File: config.mk
export PLATFORM = sky130hd
export DESIGN_NAME = store_buffer
export DESIGN_NICKNAME = d
export VERILOG_FILES = /design/src/rtl/store_pkg.sv /design/src/rtl/store_align.sv /design/src/rtl/store_buffer.sv
export SDC_FILE = /design/constraint.sdc
export NUM_CORES = 1
export LEC_CHECK = 0
export ABC_AREA = 1
export BUFFER_PORTS_ARGS = -buffer_cell sky130_fd_sc_hd__buf_2
export CAP_MARGIN = 5
export CORE_AREA = 2 2 156 158
export CTS_CLUSTER_DIAMETER = 100
export DETAILED_ROUTE_END_ITERATION = 8
export DIE_AREA = 0 0 158 160
export PLACE_DENSITY = 0.85
export RECOVER_POWER = 50
export SETUP_SLACK_MARGIN = 0.5
export SLEW_MARGIN = 5
export SYNTH_ARGS = -nofsm -noshare
export SYNTH_HDL_FRONTEND = slang
export SYNTH_SLANG_ARGS = --single-unit
File: constraint.sdc
create_clock -name i_clk -period 5.9 [get_ports i_clk]
set_input_delay 1.18 -clock i_clk [delete_from_list [all_inputs] [get_ports i_clk]]
set_output_delay 1.18 -clock i_clk [all_outputs]
set_load 0.01 [all_outputs]
File: src/rtl/store_pkg.sv
// Shared types and size-select encodings for the store path.
package store_pkg;

  localparam logic [2:0] SEL_SB = 3'b001;
  localparam logic [2:0] SEL_SH = 3'b010;
  localparam logic [2:0] SEL_SW = 3'b011;

  typedef struct packed {
    logic [29:0] addr;
    logic [31:0] wdata;
    logic [3:0]  bmask;
  } st_entry_t;

endpackage

File: src/rtl/store_align.sv
// Converts a store request into word-lane data and byte enables; flags bad size/alignment.
module store_align
  import store_pkg::*;
(
  input  logic [1:0]  i_addr,
  input  logic [31:0] i_data,
  input  logic [2:0]  i_sel,
  output logic [31:0] o_wdata,
  output logic [3:0]  o_bmask,
  output logic        o_err
);

  always_comb begin
    o_wdata = i_data;
    o_bmask = 4'b0000;
    o_err   = 1'b1;
    case (i_sel)
      SEL_SB: begin
        o_wdata = {4{i_data[7:0]}};
        o_bmask = 4'b0001 << i_addr;
        o_err   = 1'b0;
      end
      SEL_SH: begin
        o_wdata = {2{i_data[15:0]}};
        o_bmask = i_addr[1] ? 4'b1100 : 4'b0011;
        o_err   = i_addr[0];
      end
      SEL_SW: begin
        o_wdata = i_data;
        o_bmask = 4'b1111;
        o_err   = |i_addr;
      end
      default: ;
    endcase
  end

endmodule

File: src/rtl/store_buffer.sv
// DEPTH-entry store FIFO between MEM stage and data memory, with a word-address load hazard flag.
module store_buffer
  import store_pkg::*;
#(
  parameter int unsigned DEPTH = 4
) (
  input  logic                       i_clk,
  input  logic                       i_reset,
  input  logic                       i_st_valid,
  output logic                       o_st_ready,
  input  logic [31:0]                i_st_addr,
  input  logic [31:0]                i_st_data,
  input  logic [2:0]                 i_sl_sel,
  output logic                       o_st_err,
  output logic                       o_mem_valid,
  input  logic                       i_mem_ready,
  output logic [31:0]                o_mem_addr,
  output logic [31:0]                o_mem_wdata,
  output logic [3:0]                 o_mem_bmask,
  input  logic [31:0]                i_fwd_addr,
  output logic                       o_fwd_hazard,
  output logic [$clog2(DEPTH+1)-1:0] o_count,
  output logic                       o_empty
);

  localparam int unsigned PW = $clog2(DEPTH);
  localparam int unsigned CW = $clog2(DEPTH + 1);

  st_entry_t       r_mem [DEPTH];
  logic [PW-1:0]   r_wr_ptr;
  logic [PW-1:0]   r_rd_ptr;
  logic [CW-1:0]   r_count;
  logic            r_st_err;

  logic [31:0]     w_wdata;
  logic [3:0]      w_bmask;
  logic            w_align_err;
  logic            w_accept;
  logic            w_push;
  logic            w_pop;
  st_entry_t       w_head;
  logic [PW-1:0]   w_idx;
  logic [PW-1:0]   w_off;

  store_align u_align (
    .i_addr  (i_st_addr[1:0]),
    .i_data  (i_st_data),
    .i_sel   (i_sl_sel),
    .o_wdata (w_wdata),
    .o_bmask (w_bmask),
    .o_err   (w_align_err)
  );

  assign o_st_ready  = r_count < CW'(DEPTH);
  assign o_mem_valid = r_count != '0;
  assign o_empty     = r_count == '0;
  assign o_count     = r_count;
  assign o_st_err    = r_st_err;

  assign w_accept = i_st_valid && o_st_ready;
  assign w_push   = w_accept && !w_align_err;
  assign w_pop    = o_mem_valid && i_mem_ready;

  assign w_head      = r_mem[r_rd_ptr];
  assign o_mem_addr  = {w_head.addr, 2'b00};
  assign o_mem_wdata = w_head.wdata;
  assign o_mem_bmask = w_head.bmask;

  always_ff @(posedge i_clk) begin
    if (i_reset) begin
      r_wr_ptr <= '0;
      r_rd_ptr <= '0;
      r_count  <= '0;
      r_st_err <= 1'b0;
    end else begin
      r_st_err <= w_accept && w_align_err;
      if (w_push) r_wr_ptr <= r_wr_ptr + PW'(1);
      if (w_pop)  r_rd_ptr <= r_rd_ptr + PW'(1);
      case ({w_push, w_pop})
        2'b10:   r_count <= r_count + CW'(1);
        2'b01:   r_count <= r_count - CW'(1);
        default: ;
      endcase
    end
  end

  always_ff @(posedge i_clk) begin
    if (w_push && !i_reset) begin
      r_mem[r_wr_ptr] <= '{addr: i_st_addr[31:2], wdata: w_wdata, bmask: w_bmask};
    end
  end

  // A slot is live when its distance from the read pointer is below the occupancy count.
  always_comb begin
    o_fwd_hazard = 1'b0;
    w_idx        = '0;
    w_off        = '0;
    for (int unsigned i = 0; i < DEPTH; i++) begin
      w_idx = PW'(i);
      w_off = w_idx - r_rd_ptr;
      if ((CW'(w_off) < r_count) && (r_mem[w_idx].addr == i_fwd_addr[31:2])) begin
        o_fwd_hazard = 1'b1;
      end
    end
  end

endmodule

Yosys cells after proc, flatten, opt, wreduce, memory -nomap -nowiden
Memories as Yosys holds them, arrays and structs flattened. A register that Yosys moved wholly into a read port is not among the register bits.
Cells that the tools add are included.
{"block": "totals", "regBits": 8, "ram_bits": 264, "inputBits": 103, "mem_count": 1}
{"block": "op_classes", "addsub": 8, "n_lt_le_gt_ge": 5, "n_eq_ne": 9, "shift": 1, "n_mux": 13, "n_reduce_logical": 15}
{"name": "r_mem", "depth": 4, "word_bits": 66, "read_ports": 5, "rd_ports_with_merged_regs": 1, "write_ports": 1, "line": "store_buffer.sv:29", "source": "st_entry_t r_mem [DEPTH];"}
{"cell": "30-bit == test", "count": 4}
{"cell": "32-bit one-hot mux with 2 select lines", "count": 1}
{"cell": "2-bit by 3-bit less-than comparator with 1-bit output", "count": 4}
{"cell": "4-bit one-hot mux with 3 select lines", "count": 1}
{"cell": "1-bit logical AND", "count": 9}
{"cell": "3-bit by 2-bit == test with 1-bit output, second input constant", "count": 2}
{"cell": "1-bit 2-to-1 mux", "count": 6}
{"cell": "3-bit one-hot mux with 2 select lines", "count": 1}
{"cell": "2-bit by 1-bit adder with 2-bit output, second input constant", "count": 2}
{"cell": "2-bit 2-to-1 mux", "count": 2}
{"cell": "4-bit 2-to-1 mux", "count": 1}
{"cell": "1-bit by 2-bit << shifter with 4-bit output, first input constant", "count": 1}
{"cell": "1-bit by 2-bit subtractor with 2-bit output, first input constant", "count": 2}
{"cell": "2-bit subtractor, first input constant", "count": 2}
{"cell": "3-bit by 1-bit adder with 3-bit output, second input constant", "count": 1}
{"cell": "3-bit by 1-bit == test with 1-bit output, second input constant", "count": 1}
{"cell": "3-bit zero test", "count": 1}
{"cell": "3-bit less-than comparator, second input constant", "count": 1}
{"cell": "1-bit one-hot mux with 3 select lines", "count": 1}
{"cell": "3-bit nonzero test", "count": 1}
{"cell": "3-bit by 1-bit subtractor with 3-bit output, second input constant", "count": 1}
{"cell": "2-bit by 1-bit == test with 1-bit output, second input constant", "count": 1}
{"cell": "2-bit == test, second input constant", "count": 1}
{"cell": "1-bit zero test", "count": 2}
{"cell": "2 further kinds", "count": 2}

Depth between registers and ports, before layout
{"block": "logic_depth", "ltp_word": 7, "depth_mapped": 14, "mapped_depth_nobuf": 14}

Modules after synthesis
From an unflattened synthesis, not the netlist that was laid out.
{"block": "hier_totals", "cells_unflattened": 1281, "hier_area_um2": 12816.0}
{"mod": "store_buffer", "n_inst": 1, "cells_per_inst": 1172, "area_per_inst_um2": 12284.3, "seq_area_each_um2": 8127.8}
{"mod": "store_align", "n_inst": 1, "cells_per_inst": 109, "area_per_inst_um2": 531.8, "seq_area_each_um2": 0.0}

Worst setup path before layout
No wires, ideal clock.
{"block": "synth_path", "kind": "input to register", "from": "input i_sl_sel[1]", "to": "memory r_mem[0][0] in the netlist's numbering, enable pin", "setup_time_ns": 0.490, "arrival_ns": 4.606, "path_slack_ns": 0.804, "cell_stages": 6, "n_path_buf": 0, "cell_sequence": "inv_2 > nand3b_4 > nand2_1 > o21ai_0 > or2_2 > nor2_1"}
{"block": "synth_via", "elab_chain_cells": 7, "word_cells_on_any_way": 9, "cone_classes": "eq/ne: 3; mux: 3; reduce/logical: 3"}
{"item": "start: declaration", "line": "store_buffer.sv:13", "source": "input logic [2:0] i_sl_sel,"}
{"item": "3-bit by 2-bit == test with 1-bit output or 3-bit by 1-bit == test with 1-bit output (tied branches)", "line": "store_align.sv:17", "source": "case (i_sel)"}
{"item": "1-bit one-hot mux with 3 select lines (*)", "line": "store_align.sv:17"}
{"item": "1-bit zero test (*)", "line": "store_buffer.sv:61", "source": "assign w_push = w_accept && !w_align_err;"}
{"item": "1-bit logical AND (*)", "line": "store_buffer.sv:61"}
{"item": "1-bit logical AND (*)", "line": "store_buffer.sv:88", "source": "if (w_push && !i_reset) begin"}
{"item": "1-bit 2-to-1 mux (*)", "line": "store_buffer.sv:88"}
{"item": "1-bit 2-to-1 mux (implied by the code) (*)", "line": "store_buffer.sv:89", "source": "r_mem[r_wr_ptr] <= '{addr: i_st_addr[31:2], wdata: w_wdata, bmask: w_bmask};"}
{"item": "end: declaration", "line": "store_buffer.sv:29"}
Mark *: on every way between the ends. The rest lies on a longest branch, timed or not.

Worst setup path in the final report
{"block": "layout_path", "from": "input i_sl_sel[2]", "to": "memory r_mem[2][17] in the netlist's numbering, enable pin"}
Same word-level chain as after synthesis.

==> results.sh <==
export IMPL_status="complete, but fails checks"
export IMPL_violations="capacitance limit, slew limit"
export IMPL_endpoint_kind="flop"
export IMPL_cts_resized=0
export IMPL_fillCellCount=1932
export IMPL_grt_pass1_vias=9374
export IMPL_htreeDepth=1
export IMPL_leakage_uw=0.005844
export IMPL_clkLatencyLatePin_ns=0.55
export IMPL_fp_dieH_um=160
export IMPL_grt_start_max_net_pins=87
export IMPL_groute_usage_overall_pct=25.29
export IMPL_synthCells=1261
export IMPL_worst_slew_pin_slew_ns=1.649
export IMPL_r2r_start="o_count[2]$_SDFFE_PP0P_"
export IMPL_io_pins=179
export IMPL_p_per_area_nw_per_um2=336.2
export IMPL_relSlewSlack_pct=-10.33
export IMPL_clk_pin_slew_ns=0.06
export IMPL_synthToLayoutAreaGrowth_pct=15.03
export IMPL_period_share_pct=80.67
export IMPL_core_um2=23820
export IMPL_report_final_slew_viol_count=16
export IMPL_die_area_um2=25280
export IMPL_r2r_slack_ns=2.56
export IMPL_clock_skew_ns=0.01327
export IMPL_synth_area_leader_cell="edfxtp_1"
export IMPL_post_dp_hpwl_mm=21.51
export IMPL_critPathKind="input pin to flop"
export IMPL_wirelength_mm=32.64
export IMPL_drive_above_1_share_pct=13.87
export IMPL_place_congestion=0.9193
export IMPL_firstDrtPassIters=5
export IMPL_tns_ns=0
export IMPL_multiInputGateArea_um2=3879
export IMPL_rsz0062_at_grt="no"
export IMPL_portBuffers=174
export IMPL_final_common_cell="edfxtp_1"
export IMPL_viasPerCell=5.477
export IMPL_holdPathEnd="r_wr_ptr[1]$_SDFFE_PP0P_"
export IMPL_grt_overflow=0
export IMPL_synth_cell_type_count=34
export IMPL_cp_max_fo=30
export IMPL_grt_first_pass_wirelength_mm=48.93
export IMPL_min_period_ns=4.760
export IMPL_cap_violations=1
export IMPL_worst_ep_required_time_ns=6.08
export IMPL_critical_path_arrival_ns=4.94
export IMPL_ir_drop_mv=0.2689
export IMPL_max_freq_mhz=210.1
export IMPL_cts_root_buf="clkbuf_16"
export IMPL_syn_cell_area_um2=12820
export IMPL_postCtsHoldBufs=0
export IMPL_syn_avg_cell_area_um2=10.17
export IMPL_cts_sinks=274
export IMPL_yosys_top_cells_area="edfxtp_1, nand2_1, o21ai_0"
export IMPL_start_util_pct=53.81
export IMPL_whs_path_depth=2
export IMPL_drc=0
export IMPL_ff2ff_path_depth=5
export IMPL_ys_ff_latch=274
export IMPL_antenna_found_initial=6
export IMPL_numCtsBuffers=28
export IMPL_yosysSeqAreaShare_pct=63.41
export IMPL_cts_tree="built"
export IMPL_wl_per_cell_um=18.42
export IMPL_mostFrequentLayoutCells="edfxtp_1, nand2_1, nor2_1"
export IMPL_r2r_end="r_mem[2][17]$_DFFE_PP_"
export IMPL_final_core_util_pct=61.90
export IMPL_die_w_um=158
export IMPL_ys_warn_count=0
export IMPL_post_cts_setup_buffers=0
export IMPL_startpoint_type="input pin"
export IMPL_vias=9705
export IMPL_setup_viol=0
export IMPL_drt_iter0_drc=1075
export IMPL_clockBufferDepth=3
export IMPL_row_count=57
export IMPL_layout_nets=1533
export IMPL_synth_top_area_share_pct=61.84
export IMPL_min_delay_start="r_wr_ptr[1]$_SDFFE_PP0P_"
export IMPL_regArea_um2=8132
export IMPL_hold_path_class="flop to flop"
export IMPL_antenna_left=0
export IMPL_hold_violations=0
## worst max path at each step
| stage | from | endpoint | slack (ns) | cells past startpoint |
|---|---|---|---|---|
| after floorplan | i_sl_sel[1] | r_mem[0][0]$_DFFE_PP_ | 0.80 | 6 |
| after global placement | i_sl_sel[2] | r_mem[0][10]$_DFFE_PP_ | 1.91 | 7 |
| after detailed placement | i_sl_sel[2] | r_mem[0][10]$_DFFE_PP_ | 1.86 | 7 |
| after CTS | flop | o_mem_addr[30] | 1.63 | 6 |
| after global routing | i_sl_sel[2] | r_mem[2][9]$_DFFE_PP_ | 0.93 | 7 |
| final | i_sl_sel[2] | r_mem[2][17]$_DFFE_PP_ | 1.14 | 7 |
## per-stage QoR
stage	total power [uW]	setup WS (ns)	instances	hold slack [ns]	cell area [um^2]
final	4958	1.140	1772	0.5456	14750
after global routing	5147	0.9311	1770	0.5887	14740
after CTS	4968	1.633	1766	0.5460	14860
after detailed placement	3275	1.858	1714	0.5337	13950
after global placement	3241	1.911	1714	0.5043	13950
after floorplan	2858	0.8036	1262	0.4898	12820
## state kept, by name, summed over array words and instances, names as in the netlist, named ones only
signal    cells
r_wr_ptr      2
r_mem       264
o_count       3
o_st_err      1
r_rd_ptr      2
## area by class of cell
class	instances	share of cell area (%)
sequential	274	55.15
multi-input combinational	799	26.30
timing repair buffer	185	6.160
clock buffer	37	5.252
inverter	132	3.377
tap	324	2.749
clock inverter	15	0.9079
antenna	6	0.1018
## metal layers
layer  part of all wire [%]  routed length [um]  GRT usage (%)
met2                     50               16360          43.91
met4                    2.9                 933          9.255
met1                     38               12380          31.20
met5                  0.037                  12              0
met3                    9.1                2960          5.102
## logic make-up after synthesis
| family | after synthesis | share of synthesized area, % |
|---|---|---|
| other | 1 | 0.02925 |
| xor gates and xnor gates | 50 | 3.416 |
| adders and majority gates | 10 | 1.035 |
| AOI/OAI and AO/OA | 277 | 11.70 |
| buffers and inverters | 189 | 6.061 |
| DFF | 274 | 63.41 |
| and+or+nand+nor | 460 | 14.35 |
## power by group
part,total (uW),leakage [uW],switching [uW],internal (uW)
logic,1020,0.00294,684,335
registers,2210,0.00247,35.4,2180
clock network,1730,0.000440,719,1010
## synthesized netlist by cell type
master	instances
or2_1	1
nor2_2	4
fa_1	1
nand3b_4	1
o22ai_2	2
nor2_1	187
buf_4	3
ha_1	9
o22ai_1	59
o31ai_1	4
xor2_1	18
inv_1	129
nand2_1	230
nand3_2	1
edfxtp_1	264
buf_2	11
a21oi_1	51
a21oi_2	4
or2_2	9
nor2_4	1
nand2_8	1
nand3_1	23
clkbuf_2	7
xnor2_1	32
clkbuf_1	31
o21ai_0	155
dfxtp_1	10
buf_8	1
conb_1	1
o21ai_1	2
buf_1	1
buf_6	3
inv_2	3
nor3_1	2
## worst max-delay path: stages
cell,delay [ns]
clkbuf_1,0.12
nand3b_1,0.77
nand2_1,0.22
o21ai_0,0.31
or2_0,0.45
nor2_1,1.28
buf_4,0.60
(Power assumes the default switching activity.)
